===== src/rtl/ptr_word_asm.sv =====
// Paper-tape reader word assembler. Alpha frames go straight into the buffer.
// Binary frames are packed six at a time into a 36-bit word.
module ptr_word_asm (
  input  logic         clk,
  input  logic         reset,
  input  logic         frame_valid,
  input  logic [1:8]   frame_data,
  input  logic         cono_strobe,
  input  logic [18:35] cono_data,
  input  logic         datai_strobe,
  output logic [0:35]  datai_data,
  output logic [18:35] coni_data,
  output logic [1:7]   pi_req,
  output logic         motor_on
);

  logic [0:35] buffer_q, buffer_d;
  logic [0:35] shift_q, shift_d;
  logic [2:0]  cnt_q, cnt_d;
  logic        binary_q, binary_d;
  logic        busy_q, busy_d;
  logic        done_q, done_d;
  logic [2:0]  pia_q, pia_d;

  logic        accept;
  logic [0:35] word_next;
  logic        unused_bits;

  assign unused_bits = ^{cono_data[18:29], shift_q[0:5]};

  // CONO has priority over DATAI; either one blocks a frame in the same cycle.
  assign accept    = frame_valid & busy_q & ~cono_strobe & ~datai_strobe;
  assign word_next = {shift_q[6:35], frame_data[3:8]};

  always_comb begin
    buffer_d = buffer_q;
    shift_d  = shift_q;
    cnt_d    = cnt_q;
    binary_d = binary_q;
    busy_d   = busy_q;
    done_d   = done_q;
    pia_d    = pia_q;
    if (cono_strobe) begin
      binary_d = cono_data[30];
      busy_d   = cono_data[31];
      done_d   = cono_data[32];
      pia_d    = cono_data[33:35];
      shift_d  = '0;
      cnt_d    = '0;
    end else if (datai_strobe) begin
      done_d  = 1'b0;
      busy_d  = 1'b1;
      shift_d = '0;
      cnt_d   = '0;
    end else if (accept) begin
      if (!binary_q) begin
        buffer_d = {28'b0, frame_data};
        done_d   = 1'b1;
        busy_d   = 1'b0;
      end else if (frame_data[8]) begin
        shift_d = word_next;
        // The sixth frame completes the word on the same edge, so cnt never rests at 6.
        if (cnt_q == 3'd5) begin
          buffer_d = word_next;
          done_d   = 1'b1;
          busy_d   = 1'b0;
          cnt_d    = '0;
        end else begin
          cnt_d = cnt_q + 3'd1;
        end
      end
    end
  end

  always_ff @(posedge clk or posedge reset) begin
    if (reset) begin
      buffer_q <= '0;
      shift_q  <= '0;
      cnt_q    <= '0;
      binary_q <= 1'b0;
      busy_q   <= 1'b0;
      done_q   <= 1'b0;
      pia_q    <= '0;
    end else begin
      buffer_q <= buffer_d;
      shift_q  <= shift_d;
      cnt_q    <= cnt_d;
      binary_q <= binary_d;
      busy_q   <= busy_d;
      done_q   <= done_d;
      pia_q    <= pia_d;
    end
  end

  always_comb begin
    pi_req = '0;
    for (int n = 1; n <= 7; n++) pi_req[n] = done_q && (pia_q == 3'(n));
  end

  assign datai_data = buffer_q;
  assign coni_data  = {12'b0, binary_q, busy_q, done_q, pia_q};
  assign motor_on   = busy_q;

endmodule


===== config.mk =====
export PLATFORM = sky130hd
export DESIGN_NAME = ptr_word_asm
export DESIGN_NICKNAME = d
export VERILOG_FILES = /design/src/rtl/ptr_word_asm.sv
export SDC_FILE = /design/constraint.sdc
export NUM_CORES = 1
export LEC_CHECK = 0
export ABC_AREA = 1
export BUFFER_PORTS_ARGS = -buffer_cell sky130_fd_sc_hd__buf_2
export CORE_MARGIN = 1.5
export CORE_UTILIZATION = 50
export DETAILED_ROUTE_END_ITERATION = 6
export GPL_TIMING_DRIVEN = 1
export PLACE_DENSITY = 0.77
export SYNTH_ARGS = -nofsm -noshare
export SYNTH_HDL_FRONTEND = slang
export SYNTH_SLANG_ARGS = --single-unit
export TNS_END_PERCENT = 10

===== constraint.sdc =====
create_clock -name clk -period 2.7 [get_ports clk]
set_input_delay 0.135 -clock clk [delete_from_list [all_inputs] [get_ports clk]]
set_output_delay 0.135 -clock clk [all_outputs]
set_load 0.05 [all_outputs]

==> summary.md <==
| Metric | Value |
|---|---|
| Yosys cell types | 26 |
| Total die area | approximately 7300 um^2 |
| Final WL | just under 7000 um |
| Worst min path class | input pin to register |
| Most frequent CP cell | nand2_1 |
| Worst VDD drop | 0.3841 mV |
| CTS max path bufs | 2 |
| Worst R2R End | datai_data[18] |
| Skew final | ~0.013 ns |
| Yosys reg bits | 75 |
| Initial antenna violation count | 0 |
| CP Data Arrival Time | about 2.2 ns |
| Crit path required time | just under 3 ns |
| Skew-Pair Late Insertion Delay | around 0.35 ns |
| R2R cell count | 7 |
| Seq/Total Area, Yosys | 0.5551 |
| Status | complete, but fails checks |
| First DRT Iteration DRCs | ~180 |
| Reg-to-reg critical path startpoint | cnt_q[0] |
| CP bufs+invs | 0 |
| H-tree lvl count | 3 |
| Root Driver | clkbuf_8 |
| Final ANT Viol Nets | 0 |
| Core area | 6459 um^2 |
| Inst Count DP | 503 |
| Startpoint types | register |
| Reg2Reg Setup Slack | between 0.6 and 0.7 ns |
| Syn-to-layout area delta | 15.29% |
| Critical Path Sink | datai_data[18] |
| Clock Sinks | 75 |
| Pin count of the biggest net entering global routing | 39 |
| DRT Pass-1 Iters | 6 |
| WP depth | 7 |
| Layout Utilization | 0.6034 |
| CP Cell Sequence | nand2_1 -> nor2_2 -> nand2_1 -> nand2_4 -> nand2_2 -> nand2_1 -> nand2_1 |
| Crit-path max cell delay | between 0.5 and 0.6 ns |
| Fin cells | around 520 |
| Fmax | approximately 500 MHz |
| Antenna diodes | 0 |
| Post-cts sizing count | 0 |
| # IOs | slightly above 90 |
| Setup_tns | 0 ns |
| Primary FF master, synth | dfrtp_1 |
| Number of synthesis warnings | 0 |
| Final setup viols | 0 |
| Routed len/inst | ~13 um |
| Initial core utilization | 0.5234 |
| Post-synth ARST share | 1.000 |
| Failing checks | design-rule violations |
| Die Wd | approximately 85 um |
| Worst-margin pin slew | around 0.9 ns |
| Max FO, Critical Path | 38 |
| Synth Instances | 377 |
| Number of global-route vias before repair | approximately 2.6k |
| Global route overflow | 0 |
| Critical Path Start | cnt_q[0] |
| Tmin final | 2.008 ns |
| CP endpoint kind | register |
| CTS tree | built |
| DR vias | about 2.7k |
| Fin. max-slew vios | 0 |
| Cts hold-fix bufs | 3 |
| Worst hold stages | 3 |
| Pwr dens | roughly 660 nW/um^2 |
| Number of flops mapped to enable cells by yosys | 0 |
| Pleak | roughly 2.1 nW |
| Crit Path Category | register to register |
| First-pass GRT wire length | between 10000 and 15000 um |
| Slew headroom | 0.4082 |
| TritonCTS buffer count | 9 |
| Dpl hpwl | 4618 um |
| Post CTS Setup Buffer Count | 0 |
| Chip height | ~85 um |
| Clk slew on worst S/H paths | roughly 0.080 ns |
| RSZ-0062 raised after global routing | false |
| Post-route clock period utilization | 0.7437 |
| Max Cap Viol | 0 |
| Share of layout cells above drive strength 1 | 0.2180 |
| DRC Markers | 6 |
| CP max-delay cell | nand2_2 |
| PortBufs | 68 |
| Rows | 29 |
| Syn avg cell area | between 8 and 9 um^2 |
| Vias per inst | 5.142 |
| Critical path's top delay family | simple AND/OR/NAND/NOR gates |
| Mapped cell area | 3381 um^2 |
| Hold_sp | cono_data[35] |
| Fin. Hold Viols | 0 |
| Nets | around 470 |
| Final GP Congestion | between 0.7 and 0.8 |
| Total GRT Usage | 0.2072 |
## synth_stat cells (all sizes together) (3+ instances only)
| master | instances | area share |
|---|---|---|
| buf | 31 | 0.064 |
| inv | 41 | 0.046 |
| dfrtp | 75 | 0.56 |
| o21ai | 13 | 0.019 |
| clkbuf | 4 | 0.0044 |
| nor3 | 3 | 0.0044 |
| nor2 | 11 | 0.023 |
| nand2 | 126 | 0.14 |
| nand3b | 28 | 0.062 |
| nand3 | 13 | 0.019 |
| o22ai | 25 | 0.046 |
## final cells by class
cell class	instances	area, um^2
Clock buffer	10	137.6
Clock inverter	6	62.56
Fill cell	562	2561
Inverter	41	153.9
Multi-Input combinational cell	237	1162
Sequential cell	75	1877
Tap cell	77	96.34
Timing Repair Buffer	76	407.9
## tightest hold or removal path, stage by stage
cell and delay (ns):
buf_2 0.08, nand2_1 0.04, o21ai_0 0.06
## layout by cell type (no fill, tap or decap)
| master | instances |
|---|---|
| clkinv_2 | 3 |
| inv_6 | 1 |
| buf_4 | 5 |
| nand3_1 | 13 |
| o22ai_1 | 25 |
| buf_2 | 68 |
| o21ai_0 | 12 |
| nor2_8 | 2 |
| clkbuf_8 | 10 |
| dfrtp_1 | 75 |
| nand2_2 | 1 |
| conb_1 | 12 |
| nand2_1 | 124 |
| a21oi_1 | 1 |
| dlygate4sd3_1 | 3 |
| nand4_1 | 1 |
| o21ai_2 | 1 |
| nor3_1 | 3 |
| inv_2 | 2 |
| a22oi_1 | 1 |
| bufinv_16 | 1 |
| nor2_2 | 1 |
| clkinv_4 | 1 |
| inv_1 | 39 |
| nand2_4 | 1 |
| nand3b_1 | 28 |
| mux2i_1 | 1 |
| or2_1 | 1 |
| o211ai_1 | 1 |
| nor2_1 | 8 |
## logic make-up (layout without fill, tap and decap cells)
| logic type | count (synthesis) | count (layout) | synth area share |
|---|---|---|---|
| AND/OR/NAND/NOR | 183 | 183 | 0.2550 |
| AO/OA/AOI/OAI | 41 | 41 | 0.07143 |
| other | 1 | 12 | 0.001109 |
| buffers and inverters | 76 | 133 | 0.1144 |
| multiplexers | 1 | 1 | 0.002961 |
| flip-flops | 75 | 75 | 0.5551 |
## per-stage QoR
stage / total power, mW / hold WS, ns / cell area [um^2] / setup WS (ns)
after floorplan: 1.620 / 0.2516 / 3422 / 0.6550
after global placement: 1.699 / 0.2233 / 3667 / 0.7730
after detailed placement: 1.706 / 0.2281 / 3667 / 0.7129
after CTS: 2.573 / 0.003746 / 3897 / 0.6736
after global routing: 2.661 / 0.02399 / 3897 / 0.4927
final: 2.557 / 0.004057 / 3897 / 0.6921
## where the power goes
group	internal, mW	leakage [nW]	switching (mW)
clock network	0.452	0.106	0.419
logic	0.0919	0.962	0.373
registers	1.18	1.02	0.0421
total	1.72	2.09	0.834
## sequential cells by signal (all words and copies together) (netlist names)
| register | flops |
|---|---|
| datai_data | 36 |
| cnt_q | 3 |
| motor_on | 1 |
| binary_q | 1 |
| done_q | 1 |
| pia_q | 3 |
| shift_q | 30 |
## how the worst min path moves through the flow
stage | slack, ns | endpoint
CTS | 0.004 | pia_q[0]
finish | 0.004 | pia_q[0]
global placement | 0.22 | motor_on
detailed placement | 0.23 | motor_on
global route | 0.02 | pia_q[0]
floorplan | 0.25 | pia_q[1]
## routing by layer
metal / share of wire / global-route usage / vias to the layer above
met5: 0 / 0 / -
met4: 0.0089 / 0.05812 / 0
met3: 0.061 / 0.06226 / 6
met1: 0.44 / 0.2667 / 1296
met2: 0.49 / 0.3420 / 81
li1: - / - / 1301
Power figures use the tool's default switching activity.
